`src/rtl/fetch_pkg.sv`:
```
// Shared types and constants for the RV32I instruction-fetch stage.
//   fetch_state_t : fetch FSM states
//   if_id_t       : one IF/ID slot (valid, pc, instr)
//   RESET_VECTOR  : PC after reset (reset value of if_id_pc)
//   NOP_INSTR     : addi x0,x0,0, shown in empty slots
package fetch_pkg;

  localparam int unsigned XLEN = 32;

  localparam logic [XLEN-1:0] RESET_VECTOR = 32'h0000_0060;
  localparam logic [XLEN-1:0] NOP_INSTR    = 32'h0000_0013;

  typedef enum logic [1:0] {
    IDLE,
    FETCH,
    HOLD,
    DRAIN
  } fetch_state_t;

  typedef struct packed {
    logic            valid;
    logic [XLEN-1:0] pc;
    logic [XLEN-1:0] instr;
  } if_id_t;

endpackage

```
`src/rtl/fetch_skid_buffer.sv`:
```
// One-entry holding register for an IF/ID slot. Catches the instruction
// returned by memory while ID is stalled.
//   clk, rst : clock, synchronous active-high reset
//   load     : capture data_in
//   clear    : invalidate the entry (wins over load)
//   data_in  : slot to capture
//   data_out : held slot
//   valid    : entry holds an instruction
module fetch_skid_buffer
  import fetch_pkg::*;
(
  input  logic   clk,
  input  logic   rst,
  input  logic   load,
  input  logic   clear,
  input  if_id_t data_in,
  output if_id_t data_out,
  output logic   valid
);

  if_id_t entry;

  // NOTE: only the valid bit is reset; the payload is meaningless while
  // valid is low, so it is left without a reset.
  // NOTE: clocked state uses non-blocking assignments so every register
  // samples pre-edge values regardless of statement order.
  always_ff @(posedge clk) begin
    if (rst) begin
      entry.valid <= 1'b0;
    end else if (clear) begin
      entry.valid <= 1'b0;
    end else if (load) begin
      entry <= data_in;
    end
  end

  assign data_out = entry;
  assign valid    = entry.valid;

endmodule

```
`src/rtl/fetch_unit.sv`:
```
// IF stage of the RV32I pipeline. Issues instruction-memory reads at the
// PC supplied by the PC register, fills the IF/ID register, advances or
// redirects the PC, absorbs ID back-pressure with a one-entry skid buffer
// and squashes a read still in flight when EX redirects.
//
// Ports:
//   clk, rst          : clock, synchronous active-high reset
//   pc_in             : current PC from the PC register
//   pc_load, pc_next  : PC register load strobe / value
//   imem_read/addr    : read request, held until imem_resp
//   imem_rdata/resp   : returned instruction, one-cycle response strobe
//   stall_in          : ID cannot accept; if_id_* hold
//   redirect_valid/target : EX taken branch or jump
//   if_id_valid/pc/instr  : IF/ID slot (instr is NOP when invalid)
//   if_id_misaligned  : slot is a misaligned-fetch marker (macro builds only)
//
// Build option: define FETCH_MISALIGN_CHECK_EN to refuse fetches from a
// PC with pc[1:0] != 0; a NOP marked misaligned is placed in the slot and
// the unit waits for a redirect.
module fetch_unit #(
  parameter int unsigned      WIDTH        = fetch_pkg::XLEN,
  parameter logic [WIDTH-1:0] RESET_VECTOR = fetch_pkg::RESET_VECTOR,
  parameter logic [WIDTH-1:0] NOP_INSTR    = fetch_pkg::NOP_INSTR
) (
  input  logic             clk,
  input  logic             rst,
  input  logic [WIDTH-1:0] pc_in,
  output logic             pc_load,
  output logic [WIDTH-1:0] pc_next,
  output logic             imem_read,
  output logic [WIDTH-1:0] imem_addr,
  input  logic [WIDTH-1:0] imem_rdata,
  input  logic             imem_resp,
  input  logic             stall_in,
  input  logic             redirect_valid,
  input  logic [WIDTH-1:0] redirect_target,
  output logic             if_id_valid,
  output logic [WIDTH-1:0] if_id_pc,
  output logic [WIDTH-1:0] if_id_instr
`ifdef FETCH_MISALIGN_CHECK_EN
  ,
  output logic             if_id_misaligned
`endif
);

  import fetch_pkg::*;

  fetch_state_t     state, state_next;
  if_id_t           if_id_q, if_id_d;
  if_id_t           skid_q, skid_d;
  logic             skid_load, skid_clear, skid_valid;
  logic [WIDTH-1:0] drain_addr, drain_addr_d;
  logic             slot_free;

`ifdef FETCH_MISALIGN_CHECK_EN
  logic misal_q, misal_d;
  // Set once the misaligned marker has been written, so it is not
  // re-issued every cycle while waiting for the redirect.
  logic misal_wait_q, misal_wait_d;
`endif

  assign skid_d = '{valid: 1'b1, pc: pc_in, instr: imem_rdata};

  fetch_skid_buffer u_skid (
    .clk      (clk),
    .rst      (rst),
    .load     (skid_load),
    .clear    (skid_clear),
    .data_in  (skid_d),
    .data_out (skid_q),
    .valid    (skid_valid)
  );

  // NOTE: every signal written here gets a default first, so no path can
  // leave one unassigned and infer a latch.
  always_comb begin
    slot_free    = !if_id_q.valid || !stall_in;
    state_next   = state;
    pc_load      = 1'b0;
    pc_next      = pc_in + WIDTH'(4);
    imem_read    = 1'b0;
    imem_addr    = pc_in;
    if_id_d      = if_id_q;
    skid_load    = 1'b0;
    skid_clear   = 1'b0;
    drain_addr_d = drain_addr;
`ifdef FETCH_MISALIGN_CHECK_EN
    misal_d      = misal_q;
    misal_wait_d = misal_wait_q;
`endif

    // ID takes the slot this cycle: leave a bubble unless refilled below.
    if (if_id_q.valid && !stall_in) begin
      if_id_d.valid = 1'b0;
    end

    case (state)
      IDLE: state_next = FETCH;

      FETCH: begin
`ifdef FETCH_MISALIGN_CHECK_EN
        if (pc_in[1:0] != 2'b00) begin
          if (slot_free && !misal_wait_q) begin
            if_id_d      = '{valid: 1'b1, pc: pc_in, instr: NOP_INSTR};
            misal_d      = 1'b1;
            misal_wait_d = 1'b1;
          end
        end else
`endif
        begin
          imem_read = 1'b1;
          if (imem_resp) begin
            pc_load = 1'b1;
            if (slot_free) begin
              if_id_d = '{valid: 1'b1, pc: pc_in, instr: imem_rdata};
`ifdef FETCH_MISALIGN_CHECK_EN
              misal_d = 1'b0;
`endif
            end else begin
              skid_load  = 1'b1;
              state_next = HOLD;
            end
          end
        end
      end

      HOLD: begin
        if (!skid_valid) begin
          state_next = FETCH;
        end else if (!stall_in) begin
          if_id_d    = skid_q;
          skid_clear = 1'b1;
          state_next = FETCH;
`ifdef FETCH_MISALIGN_CHECK_EN
          misal_d    = 1'b0;
`endif
        end
      end

      DRAIN: begin
        // Keep the squashed request alive until memory answers it.
        imem_read = 1'b1;
        imem_addr = drain_addr;
        if (imem_resp) begin
          state_next = FETCH;
        end
      end

      default: state_next = IDLE;
    endcase

    // Redirect overrides everything above, including stall_in.
    if (redirect_valid) begin
      pc_load       = 1'b1;
      pc_next       = redirect_target;
      if_id_d.valid = 1'b0;
      if_id_d.instr = NOP_INSTR;
      skid_load     = 1'b0;
      skid_clear    = 1'b1;
`ifdef FETCH_MISALIGN_CHECK_EN
      misal_d       = 1'b0;
      misal_wait_d  = 1'b0;
`endif
      case (state)
        FETCH: begin
          if (imem_read && !imem_resp) begin
            drain_addr_d = imem_addr;
            state_next   = DRAIN;
          end else begin
            state_next = FETCH;
          end
        end
        DRAIN:   ;
        default: state_next = FETCH;
      endcase
    end

    if (rst) begin
      pc_load   = 1'b0;
      imem_read = 1'b0;
    end
  end

  always_ff @(posedge clk) begin
    if (rst) begin
      state      <= IDLE;
      if_id_q    <= '{valid: 1'b0, pc: RESET_VECTOR, instr: NOP_INSTR};
      drain_addr <= '0;
`ifdef FETCH_MISALIGN_CHECK_EN
      misal_q      <= 1'b0;
      misal_wait_q <= 1'b0;
`endif
    end else begin
      state      <= state_next;
      if_id_q    <= if_id_d;
      drain_addr <= drain_addr_d;
`ifdef FETCH_MISALIGN_CHECK_EN
      misal_q      <= misal_d;
      misal_wait_q <= misal_wait_d;
`endif
    end
  end

  assign if_id_valid = if_id_q.valid;
  assign if_id_pc    = if_id_q.pc;
  assign if_id_instr = if_id_q.valid ? if_id_q.instr : NOP_INSTR;
`ifdef FETCH_MISALIGN_CHECK_EN
  assign if_id_misaligned = if_id_q.valid && misal_q;
`endif

endmodule
```
`config.mk`:
```
export PLATFORM = sky130hd
export DESIGN_NAME = fetch_unit
export DESIGN_NICKNAME = d
export VERILOG_FILES = /design/src/rtl/fetch_pkg.sv /design/src/rtl/fetch_skid_buffer.sv /design/src/rtl/fetch_unit.sv
export SDC_FILE = /design/constraint.sdc
export NUM_CORES = 1
export LEC_CHECK = 0
export ABC_CLOCK_PERIOD_IN_PS = 8950
export CAP_MARGIN = 20
export CORE_UTILIZATION = 40
export DETAILED_ROUTE_END_ITERATION = 8
export GPL_ROUTABILITY_DRIVEN = 0
export GPL_TIMING_DRIVEN = 0
export PLACE_DENSITY_LB_ADDON = 0.25
export REMOVE_ABC_BUFFERS = 1
export SLEW_MARGIN = 15
export SYNTH_ARGS = -nofsm -noshare
export SYNTH_HDL_FRONTEND = slang
export SYNTH_HIERARCHICAL = 1
export SYNTH_SLANG_ARGS = --single-unit
export TNS_END_PERCENT = 30
```
`constraint.sdc`:
```
create_clock -name clk -period 8.95 [get_ports clk]
set_input_delay 1.3425 -clock clk [delete_from_list [all_inputs] [get_ports clk]]
set_output_delay 1.3425 -clock clk [all_outputs]
set_load 0.05 [all_outputs]
```
==> metrics.md <==
| Metric | Value |
|---|---|
| Status | `complete, no violations` |
| FP Rows | `52` |
| Global-route wire length before repair | `36600 um` |
| Cells after Synth | `884` |
| Post_cts resized | `0` |
| CP arrival | `4.27 ns` |
| Die width | `146 um` |
| Max stage delay on crit path | `0.80 ns` |
| Fraction of registers with async set or reset after synthesis | `0` |
| Clock root buffer master | `clkbuf_16` |
| CP bufs+invs | `2` |
| Top cells by count, synth | `nand2_1, dfxtp_1, nand3_1, nor3_1, a22o_1` |
| CTS Sinks | `164` |
| Worst-Margin Slew | `0.858 ns` |
| Post-synth EDFFs | `64` |
| Vias in the first global route | `6655` |
| CTS max path bufs | `2` |
| Remaining DRCs | `0` |
| Flop2flop setup slack | `5.31 ns` |
| Main flop type after synthesis | `dfxtp_1` |
| Die area | `21300 sq um` |
| Antenna cells | `0` |
| GRT Residual Overflow | `0` |
| First-pass DRT Iterations | `4` |
| Dpl hpwl | `15200 um` |
| Clock Skew | `0.0115 ns` |
| Total number of vias | `6944` |
| Cts bufs inserted | `17` |
| GRT Total Usage | `0.217` |
| Yosys warns | `6` |
| Fin Hold WS | `0.445 ns` |
| Slowest CP cell | `clkdlybuf4s50_1` |
| PortBufs | `231` |
| Initial antenna violation count | `0` |
| Setup bufs post-CTS | `0` |
| Fin cells | `1328` |
| Syn Std Cell Area | `8300 sq um` |
| Static leakage | `3.80 nW` |
| Critical path peak fanout | `8` |
| Initial core utilization | `0.409` |
| Top cell by count, worst path | `clkdlybuf4s50_1` |
| Pin count of the biggest net entering global routing | `68` |
| Register area share after synthesis | `0.473` |
| Hold Path Class | `reg -> reg` |
| Vias per cell | `5.23` |
| Critical setup path kind | `in -> out` |
| Maximum VDD drop | `0.000121 V` |
| CP endpoint kind | `primary output` |
| Iter 0 DRT Violations | `256` |
| Area delta synth->final | `36.0%` |
| Register bit total from synthesis | `164` |
| Final instance area | `11300 sq um` |
| Layout cells sized above 1 | `0.112` |
| Synth area leader | `dfxtp_1` |
| Critical Path Start Type | `input port` |
| Crit share post-route | `0.627` |
| Layout Nets | `1152` |
| Core ar. | `20300 sq um` |
| Ranking of synthesized cells by area | `dfxtp_1, edfxtp_1, a22o_1` |
| Req. time, crit path | `7.61 ns` |
| Most common cell in the netlist | `nand2_1` |
| Ports | `232` |
| Unrepaired setup endpoints after global routing | `no` |
| Post-route minimum period | `5.61 ns` |
| Post-route ant nets | `0` |
| Yosys cell types | `48` |
| Syn_area_per_cell | `9.39 sq um` |
| Clk Latency, worst-skew pair | `0.42 ns` |
| TritonCTS clock tree | `built` |
| Post-Place Cells | `1296` |
| Count of final setup violators | `0` |
| Clock Pin Slew Worst Setup and Hold Paths | `0.07 ns` |
| Cell family with most CP delay | `buffers and inverters` |
| Max_cap viols | `0` |
| Crit-path cells | `clkdlybuf4s50_1 > nand4_4 > nor4_4 > nand4_1 > xnor2_1 > mux2_2 > clkdlybuf4s50_1` |
| Area post-placement | `10700 sq um` |
| Pwr dens | `167 nW/um^2` |
| Max-slew headroom | `0.428` |
| Share of the synthesized area in the top cell type | `0.241` |
| Final WL | `22900 um` |
| Slew Limit Fails | `0` |
| Post-CTS Hold Buffers | `0` |
| Die height | `146 um` |
| H-tree depth | `4` |
| Max Fclk | `178 MHz` |
| Final hold violations | `0` |
| WL per Instance | `17.2 um` |
-- layout make-up --
| class | instances | area [sq um] |
|---|---|---|
| repair buffers | 251 | 2640 |
| inverters | 7 | 26.3 |
| fillers | 1879 | 9010 |
| well taps | 270 | 338 |
| flip-flops and latches | 164 | 3930 |
| clock inverters | 15 | 186 |
| multi-input cells | 604 | 3750 |
| clock buffers | 17 | 425 |
-- cell families (layout without fill, tap and decap cells) --
group           Yosys count  after routing  synth area share
other cells               1              1          0.000452
simple gates            361            361             0.217
flops                   164            164             0.473
fa+ha+maj                 6              6           0.00904
buf+inv                 116            290            0.0823
mux                      35             35            0.0473
compound gates          173            173             0.142
xor+xnor                 28             28            0.0295
-- path summary, 6_finish.rpt --
path	depth (start not counted)	endpoint	start
max	7	pc_next[31]	pc_in[13]
max reg2reg	13	u_skid/data_out[40]	state[0]
min	2	if_id_q[5]	if_id_q[5]
min reg2reg	2	if_id_q[5]	if_id_q[5]
-- report_power, final --
part	internal [mW]	total [mW]	switching (mW)
sequential	0.786	0.793	0.00699
clock	0.403	0.748	0.345
combinational	0.132	0.345	0.213
-- tightest hold or removal path: stages (launching register included) --
cell	delay, ns
dfxtp_1	0.31
nand2_1	0.05
a21oi_1	0.05
-- routing by layer --
layer	vias up	share of wire	track usage
met5	-	0	0
met4	0	0.012	0.0620
met3	24	0.051	0.0456
met2	203	0.48	0.361
met1	3278	0.45	0.284
li1	3439	-	-
-- through the flow --
stage / total power [mW] / setup slack [ns] / TNS (ns) / util
2_1_floorplan: 0.989 / 1.29 / 0 / -
3_3_place_gp: 1.14 / -3.51 / -224.11 / 0.507
3_5_place_dp: 1.16 / 3.29 / 0 / 0.526
4_1_cts: 1.91 / 3.25 / 0 / 0.556
5_1_grt: 1.96 / 3.16 / 0 / 0.556
6_report: 1.89 / 3.34 / 0 / 0.556
-- flip-flops by register name (all words and copies together) (netlist names) --
signal	count
if_id_valid	1
if_id_pc	32
state	2
drain_addr	32
u_skid/data_out	64
if_id_q	32
u_skid/valid	1
-- layout by cell type, fill, tap and decap left out, types with 12 or more instances in the layout --
cell type,instances
nor3_1,66
nor2_1,45
nand2_1,101
mux2_2,34
clkbuf_16,17
clkdlybuf4s50_1,228
a21oi_1,62
o21ai_1,12
o21ai_0,21
xnor2_1,18
a22o_1,65
edfxtp_1,64
and2_1,31
dfxtp_1,99
nand3_1,74
No activity file was read; power rests on OpenSTA's default activity.
